<file path="src/rtl/sg_arb_pkg.sv">
// Shared types and defaults for the segmented-resource round-robin arbiter.
package sg_arb_pkg;

    typedef enum logic [2:0] {
        IDLE    = 3'd0,
        GRANT   = 3'd1,
        HOLD    = 3'd2,
        RELEASE = 3'd3,
        ERR     = 3'd4
    } ArbStates;

    localparam int unsigned DEF_N        = 32'd3;
    localparam int unsigned DEF_IDW      = 32'd2;
    localparam int unsigned DEF_MAX_HOLD = 32'd4;

    // States in which the current owner drives the resource.
    function automatic logic is_owned(input ArbStates s);
        return (s == GRANT) || (s == HOLD);
    endfunction

endpackage

</file>
<file path="src/rtl/sg_rr_pick.sv">
// Combinational round-robin picker: first requester after the current owner,
// searching owner+1, owner+2, ... modulo N.
module sg_rr_pick
    import sg_arb_pkg::*;
#(
    parameter int unsigned N   = DEF_N,
    parameter int unsigned IDW = DEF_IDW
) (
    input  logic [N-1:0]   req,
    input  logic [IDW-1:0] owner,
    output logic           any,
    output logic [IDW-1:0] next_owner
);

    // Scan all N positions starting just after the current owner.
    always_comb begin
        logic [IDW-1:0] idx_v;
        any        = 1'b0;
        next_owner = owner;
        idx_v      = owner;
        for (int unsigned i = 32'd1; i <= N; i++) begin
            idx_v = IDW'((32'(owner) + i) % N);
            if (!any && req[idx_v]) begin
                any        = 1'b1;
                next_owner = idx_v;
            end else begin
                any = any;
            end
        end
    end

endmodule

</file>
<file path="src/rtl/sg_arbiter.sv">
// Round-robin arbiter for one shared resource; protocol violations trap in ERR.
// Define SG_ARB_TIMEOUT_EN to bound HOLD to MAX_HOLD cycles.
module sg_arbiter
    import sg_arb_pkg::*;
#(
    parameter int unsigned N        = DEF_N,
    parameter int unsigned IDW      = DEF_IDW,
    parameter int unsigned MAX_HOLD = DEF_MAX_HOLD
) (
    input  logic           clock,
    input  logic           reset,
    input  logic [N-1:0]   req,
    input  logic           done,
    output logic [N-1:0]   grant,
    output logic [IDW-1:0] owner,
    output logic           busy,
    output logic           err
);

    if ((N < 32'd2) || (IDW < $clog2(N)) || (MAX_HOLD < 32'd1)) begin : g_bad_cfg
        $error("sg_arbiter: unsupported parameter set");
    end

    function automatic logic [N-1:0] idx_onehot(input logic [IDW-1:0] idx);
        logic [N-1:0] v;
        v      = {N{1'b0}};
        v[idx] = 1'b1;
        return v;
    endfunction

    ArbStates       state_r, next_state_s;
    logic [IDW-1:0] owner_r, next_owner_s, pick_owner_s;
    logic           pick_any_s, timeout_s;
    logic [N-1:0]   grant_r, grant_nx_s;
    logic           busy_r, busy_nx_s, err_r, err_nx_s;

`ifdef SG_ARB_TIMEOUT_EN
    localparam int unsigned HCW = (MAX_HOLD > 32'd1) ? $clog2(MAX_HOLD) : 32'd1;
    logic [HCW-1:0] hold_cnt_r, hold_cnt_nx_s;
    assign timeout_s = (hold_cnt_r == HCW'(MAX_HOLD - 32'd1));
`else
    assign timeout_s = 1'b0;
`endif

    sg_rr_pick #(.N(N), .IDW(IDW)) u_pick (
        .req        (req),
        .owner      (owner_r),
        .any        (pick_any_s),
        .next_owner (pick_owner_s)
    );

    // State, owner pointer and registered outputs.
    always_ff @(posedge clock or posedge reset) begin
        if (reset) begin
            state_r <= IDLE;
            owner_r <= IDW'(N - 32'd1);
            grant_r <= {N{1'b0}};
            busy_r  <= 1'b0;
            err_r   <= 1'b0;
        end else begin
            state_r <= next_state_s;
            owner_r <= next_owner_s;
            grant_r <= grant_nx_s;
            busy_r  <= busy_nx_s;
            err_r   <= err_nx_s;
        end
    end

`ifdef SG_ARB_TIMEOUT_EN
    // Count of HOLD cycles spent without done.
    always_ff @(posedge clock or posedge reset) begin
        if (reset) begin
            hold_cnt_r <= {HCW{1'b0}};
        end else begin
            hold_cnt_r <= hold_cnt_nx_s;
        end
    end
`endif

    // Next-state and owner selection.
    always_comb begin
        next_state_s = state_r;
        next_owner_s = owner_r;
`ifdef SG_ARB_TIMEOUT_EN
        hold_cnt_nx_s = hold_cnt_r;
`endif
        case (state_r)
            IDLE: begin
                if (pick_any_s) begin
                    next_state_s = GRANT;
                    next_owner_s = pick_owner_s;
`ifdef SG_ARB_TIMEOUT_EN
                    hold_cnt_nx_s = {HCW{1'b0}};
`endif
                end else begin
                    next_state_s = IDLE;
                end
            end
            GRANT:   next_state_s = HOLD;
            HOLD: begin
                if (done) begin
                    next_state_s = RELEASE;
                end else if (!req[owner_r]) begin
                    next_state_s = ERR;
                end else if (timeout_s) begin
                    next_state_s = ERR;
                end else begin
                    next_state_s = HOLD;
`ifdef SG_ARB_TIMEOUT_EN
                    hold_cnt_nx_s = hold_cnt_r + HCW'(1);
`endif
                end
            end
            RELEASE: next_state_s = IDLE;
            ERR:     next_state_s = ERR;
            default: next_state_s = ERR;
        endcase
    end

    // Output values to be registered alongside the next state.
    always_comb begin
        grant_nx_s = {N{1'b0}};
        if (is_owned(next_state_s)) begin
            grant_nx_s = idx_onehot(next_owner_s);
        end else begin
            grant_nx_s = {N{1'b0}};
        end
        busy_nx_s = (next_state_s != IDLE);
        err_nx_s  = (next_state_s == ERR);
    end

    assign grant = grant_r;
    assign owner = owner_r;
    assign busy  = busy_r;
    assign err   = err_r;

endmodule

</file>
<file path="config.mk">
export PLATFORM = sky130hd
export DESIGN_NAME = sg_arbiter
export DESIGN_NICKNAME = d
export VERILOG_FILES = /design/src/rtl/sg_arb_pkg.sv /design/src/rtl/sg_rr_pick.sv /design/src/rtl/sg_arbiter.sv
export SDC_FILE = /design/constraint.sdc
export NUM_CORES = 1
export LEC_CHECK = 0
export ABC_AREA = 1
export CORE_AREA = 2 2 44 46
export DETAILED_ROUTE_END_ITERATION = 10
export DIE_AREA = 0 0 46 48
export GPL_TIMING_DRIVEN = 0
export PLACE_DENSITY_LB_ADDON = 0.1
export SETUP_SLACK_MARGIN = 0.02
export SYNTH_ARGS = -nofsm -noshare
export SYNTH_HDL_FRONTEND = slang
export SYNTH_SLANG_ARGS = --single-unit
export TNS_END_PERCENT = 20
</file>
<file path="constraint.sdc">
create_clock -name clock -period 1.7 [get_ports clock]
set_clock_uncertainty 0.05 [all_clocks]
set_input_delay 0.255 -clock clock [delete_from_list [all_inputs] [get_ports clock]]
set_output_delay 0.255 -clock clock [all_outputs]
set_load 0.005 [all_outputs]
</file>
# Yosys cells after proc, flatten, opt, wreduce, memory -nomap -nowiden
# Index checks and enable logic that the tools add are counted.
[totals]
in_bits = 6
ff_bits = 10
output_inout_bits = 7
[classes]
n_addsub = 3
muxes = 23
n_reduce_logical = 8
magnitude_cmp = 6
eq_ne = 6
div_mod_pow = 3
[op_table]
columns = ["cell", "count"]
rows = [
  ["remainder unit 32 x 2 -> 32 bit, second input constant", 3],
  ["less-than comparator 2 x 3 -> 1 bit, second input constant", 5],
  ["case mux 3 bit (4 select lines)", 1],
  ["2-to-1 mux 2 bit", 5],
  ["equality test 3 x 2 -> 1 bit, second input constant", 3],
  ["2-to-1 mux 1 bit", 9],
  ["2-to-1 mux 3 bit", 3],
  ["binary-select mux 1 bit (select 2 bit)", 4],
  ["adder 2 x 2 -> 3 bit, second input constant", 2],
  ["equality test 3 x 1 -> 1 bit, second input constant", 2],
  ["adder 2 x 1 -> 3 bit, second input constant", 1],
  ["equality test 3 bit, second input constant", 1],
  ["logical AND 1 bit", 3],
  ["zero test 3 bit", 1],
  ["nonzero test 3 bit", 1],
  ["demux 1 bit (select 2 bit)", 1],
  ["greater-or-equal comparator 2 x 1 -> 1 bit, second input constant", 1],
  ["zero test 1 bit", 2],
  ["logical OR 1 bit", 1],
]

# Depth between registers and ports, before layout
[depth]
ltp_word = 18
depth_mapped = 14
mapped_depth_nobuf = 14

# Modules after synthesis
# A second synthesis with hierarchy kept.
[unflattened]
hier_cells = 99
area_unflattened_um2 = 689.4
[by_module_without_submodules]
columns = ["mod", "seq_area_each_um2", "area_each_um2", "cells_per_inst", "instances"]
rows = [
  ["sg_arbiter", 251.5, 459.2, 52, 1],
  ["sg_rr_pick", 0.0, 230.2, 47, 1],
]

# Worst setup path after synthesis
# Ideal clock, no wire load.
[synth_path]
kind = "register to register"
from = "reg owner_r[0] (netlist: owner[0])"
to = "reg grant_r[1] (netlist: grant[1])"
t_arrival_ns = 1.565
required_time_ns = 1.537
slack_ns = -0.028
synth_period_minus_slack_ns = 1.728
n_path_buf = 0
path_stages_with_launch = 14
path_cell_list = "dfrtp_1 -> inv_1 -> ha_1 -> inv_2 -> nand2_4 -> nand2_2 -> a21oi_2 -> nand3_1 -> nand2_1 -> nand2_1 -> nand2_2 -> nand2_4 -> inv_2 -> nor2_2"
[synth_via]
elab_chain_len = 18
[synth_lines]
columns = ["item", "line_no", "rtl"]
rows = [
  ["from (decl)", "sg_arbiter.sv:32", "logic [IDW-1:0] owner_r, next_owner_s, pick_owner_s;"],
  ["from (signal assigned)", "sg_arbiter.sv:56", "owner_r <= IDW'(N - 32'd1);"],
  ["from (signal assigned)", "sg_arbiter.sv:62", "owner_r <= next_owner_s;"],
  ["adder 2 x 1 -> 3 bit", "sg_rr_pick.sv:22", "idx_v = IDW'((32'(owner) + i) % N);"],
  ["remainder unit 32 x 2 -> 32 bit", "sg_rr_pick.sv:22", ""],
  ["binary-select mux 1 bit (select 2 bit)", "sg_rr_pick.sv:23", "if (!any && req[idx_v]) begin"],
  ["2-to-1 mux 1 bit (not written as such)", "sg_rr_pick.sv:23", ""],
  ["2-to-1 mux 1 bit", "sg_rr_pick.sv:23", ""],
  ["zero test 1 bit", "sg_rr_pick.sv:23", ""],
  ["logical AND 1 bit", "sg_rr_pick.sv:23", ""],
  ["2-to-1 mux 1 bit", "sg_rr_pick.sv:23", ""],
  ["(+4 left out)", "--", ""],
  ["2-to-1 mux 2 bit *", "sg_arbiter.sv:87", "case (state_r)"],
  ["via next_owner_s[0]", "sg_arbiter.sv:32", ""],
  ["less-than comparator 2 x 3 -> 1 bit (not written as such) / greater-or-equal comparator 2 x 1 -> 1 bit (equally long branches)", "sg_arbiter.sv:27", "v[idx] = 1'b1;"],
  ["logical AND 1 bit (not written as such)", "sg_arbiter.sv:27", ""],
  ["2-to-1 mux 1 bit (not written as such)", "sg_arbiter.sv:27", ""],
  ["demux 1 bit (select 2 bit) *", "sg_arbiter.sv:27", ""],
  ["2-to-1 mux 3 bit *", "sg_arbiter.sv:123", "if (is_owned(next_state_s)) begin"],
  ["via grant_nx_s[1]", "sg_arbiter.sv:34", "logic [N-1:0] grant_r, grant_nx_s;"],
  ["to (signal assigned)", "sg_arbiter.sv:57", "grant_r <= {N{1'b0}};"],
  ["to (signal assigned)", "sg_arbiter.sv:63", "grant_r <= grant_nx_s;"],
  ["to (decl)", "sg_arbiter.sv:34", ""],
]
# Mark *: on every way through the listed nets, which the timed path passes. The rest lies on a longest branch. The select of a mux whose other input is x is not followed.

# Worst setup path in the final report
[layout_path]
from = "reg owner_r[1] (netlist: owner[1])"
to = "reg grant_r[1] (netlist: grant[1])"
[layout_via]
elab_chain_len = 18
[layout_lines]
columns = ["item", "line_no"]
rows = [
  ["adder 2 x 1 -> 3 bit", "sg_rr_pick.sv:22"],
  ["remainder unit 32 x 2 -> 32 bit", "sg_rr_pick.sv:22"],
  ["binary-select mux 1 bit (select 2 bit)", "sg_rr_pick.sv:23"],
  ["2-to-1 mux 1 bit (not written as such)", "sg_rr_pick.sv:23"],
  ["2-to-1 mux 1 bit", "sg_rr_pick.sv:23"],
  ["zero test 1 bit", "sg_rr_pick.sv:23"],
  ["logical AND 1 bit", "sg_rr_pick.sv:23"],
  ["2-to-1 mux 1 bit", "sg_rr_pick.sv:23"],
  ["(+4 left out)", "--"],
  ["2-to-1 mux 2 bit *", "sg_arbiter.sv:87"],
  ["via next_owner_s[0]", "sg_arbiter.sv:32"],
  ["less-than comparator 2 x 3 -> 1 bit (not written as such) / greater-or-equal comparator 2 x 1 -> 1 bit (equally long branches)", "sg_arbiter.sv:27"],
  ["logical AND 1 bit (not written as such)", "sg_arbiter.sv:27"],
  ["2-to-1 mux 1 bit (not written as such)", "sg_arbiter.sv:27"],
  ["demux 1 bit (select 2 bit) *", "sg_arbiter.sv:27"],
  ["2-to-1 mux 3 bit *", "sg_arbiter.sv:123"],
  ["via grant_nx_s[1]", "sg_arbiter.sv:34"],
]
# Marks and branches as above.

==> flow_summary.toml <==
[status]
status = "finished, violations left"
violations = "negative setup slack"

[floorplan]
ios = 13
fp.dieW_um = 46
start_util_pct = 43.56
row_count = 15
core_um2 = 1689
die_h_um = 48
die-area_um2 = 2208

[yosys]
avgSynthCellArea_um2 = 7.213
synth_edf_count = 0
ys_seq_elements = 10
synth-seq-area-share_pct = 34.18
yosysWarnings = 0
yosysTopAreaCell = "dfrtp_1"
async_reset_ff_share_pct = 100.0
syn_inst = 102
synth_top_area_share_pct = 30.61
yosysUniqueCellTypes = 18
yosys.cell_count.top_type = "nand2_1"
syn_area_um2 = 735.7
synthFlopType = "dfrtp_1"
synth_commonest_cells = "nand2_1, nand3_1, inv_1"
synth_top_cells_by_area = "dfrtp_1, nand3_1, nand2_1"
synth_fp_nets = 111

[critical_path]
path_max_fanout = 7
cp_num_buf_inv = 3
slowest_stage = "dfstp_2"
startpoint_type = "flip-flop"
critPathKind = "reg -> reg"
slowest_delay_ps = 580
path_delay_family = "simple AND/OR/NAND/NOR gates"
cp_cell_sequence = "inv_1 > ha_4 > inv_4 > nand3_1 > nand2_2 > nand3_1 > nand2_1 > nand2_1 > nand2_1 > nand2_2 > nand2_4 > inv_2 > nor2_2"
arrival_ps = 1900
worstSetupEndpointType = "flip-flop"
crit_top_cell = "nand2_1"
critPathRequiredTime_ps = 1840

[power]
vdd_drop_max_uv = 611.8
power_leakage_nw = 0.4691
p_per_area_nw_per_um2 = 478.3
pwr-share-comb_pct = 11.3
power_switching_mw = 0.1087
seqPwrFrac_pct = 51.8
clkPwrFrac_pct = 36.9
switching_share_pct = 23.67
p_int_mw = 0.3504

[detailed_routing]
route.detailed.drc = 0
drt-initial-drc-count = 27
wire_per_inst_um = 10.39
vias = 677
postRouteAntennaNets = 0
firstDrtPassIters = 4
via_per_inst = 4.942
wl_um = 1424

[clock_network]
clk_latency_ps = 260
htree_levels = 1
clockRootBuffer = "clkbuf_4"
clk_path_buf_depth = 2
cts_tree = "done"
cts.reportedPaths.clkPinSlew_ps = 70
ctsHoldBuffers = 0
cts_made_buffers = 3
cts_sinks = 10

[timing]
setup_viol = 4
max_slew_margin_pct = 74.75
max_freq_ghz = 0.5709
finalCritPeriodShare_pct = 103.0
post-route-min-period_ps = 1752
fin_ws_ps = -51.57
finalHoldViolations = 0
tightestPinTransition_ps = 378.4
rsz0062_at_grt = "yes"
setup_tns_ps = -159.0
slew_viol_final = 0

[place]
gp_congestion = 0.8169
portBuffers = 12
dp_hpwl_um = 1091

[grt]
first_global_vias = 545
grt_max_degree = 11
antenna_found_initial = 0
overflow = 0
grt_util_all_layers_pct = 13.95
grt_first_pass_wirelength_um = 2152

[cells_and_area]
num-fill-cells = 160
nNetsFinal = 130
n_antenna_cell = 0
area_delta_synth_final_pct = 30.44
drive_gt1_share_pct = 28.33
utilization_pct = 56.81

[min_path]
min_path_type = "in -> async"

[run]
cap_viol_max_count = 0
==> through the flow <==
stage	total power, mW	hold WS [ps]	setup slack, ps	std cells	instance area (um^2)
2_1_floorplan	0.2727	44.46	27.76	102	753.2
3_3_place_gp	0.2936	447.0	-132.5	131	894.6
3_5_place_dp	0.2936	454.7	-135.5	131	894.6
4_1_cts	0.4651	212.5	-64.91	136	947.2
5_1_grt	0.4844	233.7	-174.3	137	959.7
6_report	0.4590	208.0	-51.57	137	959.7
==> registers in the layout, summed over array words and instances, names as in the netlist <==
name	flops
busy	1
err	1
grant	3
owner	2
state_r	3
==> power groups by stage <==
stage	logic (mW)	clock network (mW)	registers, mW
3_5_place_dp	0.0512	0	0.242
4_1_cts	0.0516	0.176	0.238
5_1_grt	0.0574	0.189	0.238
3_3_place_gp	0.0512	0	0.242
6_report	0.0517	0.169	0.238
2_1_floorplan	0.0303	0	0.242
==> per-layer routing <==
layer | part of all wire (%) | up-vias | GRT usage (%) | wire length (um)
met5 | 0 | - | 0 | 0
met2 | 44 | 21 | 21.67 | 621
met3 | 7.0 | 0 | 6.792 | 100
met4 | 0 | 0 | 0 | 0
li1 | - | 359 | - | -
met1 | 49 | 297 | 18.74 | 702
==> placed cells by master, fill, tap and decap left out, types with 2 or more instances in the layout <==
cell type	synthesis	routed
nand2_4	2	2
dfrtp_1	9	8
o21ai_1	1	3
clkdlybuf4s50_1	0	11
inv_1	16	15
nor2_1	6	6
nand2_1	21	20
o21ai_0	5	3
nand3_2	3	3
a21oi_2	2	2
buf_4	0	2
clkbuf_4	0	3
inv_2	5	3
inv_4	0	3
nand3_1	17	17
nand2_2	5	6
nor2_2	3	3
ha_4	0	2
==> final cells by class <==
cell class                      count  area [um^2]  share of cell area, %
Timing Repair Buffer               14        137.6                  14.34
Clock buffer                        4        26.28                  2.738
Sequential cell                    10        252.7                  26.34
Multi-Input combinational cell     71        435.4                  45.37
Tap cell                           17        21.27                  2.216
Inverter                           21        86.33                  8.996
==> what timing repair did <==
item / in CTS / in global routing
setup buffers: 1 / 1
gates resized for setup: 8 / 2
setup endpoints to repair: 8 / 8
pin swaps: 2 / 2
==> logic make-up (layout without fill, tap and decap cells) <==
kind of cell | count (synthesis) | in the layout | share of synthesized area (%)
buf+inv | 21 | 39 | 10.71
flops | 10 | 10 | 34.18
simple gates | 59 | 59 | 42.86
fa+ha+maj | 3 | 3 | 5.103
compound gates | 9 | 9 | 7.141
==> path summary, 6_finish.rpt <==
kind,start,to,slack (ps),cells past startpoint
setup reg to reg,owner[1]$_DFF_PP1_,grant[1]$_DFF_PP0_,-50,13
max in group asynchronous,reset,owner[1]$_DFF_PP1_,1070,2
hold reg to reg,state_r[2]$_DFF_PP0_,err$_DFF_PP0_,470,2
setup / recovery,owner[1]$_DFF_PP1_,grant[1]$_DFF_PP0_,-50,13
min in group clock,state_r[2]$_DFF_PP0_,err$_DFF_PP0_,470,2
hold / removal,reset,state_r[0]$_DFF_PP0_,210,2
Note: power is estimated with default switching activity, not from simulation.
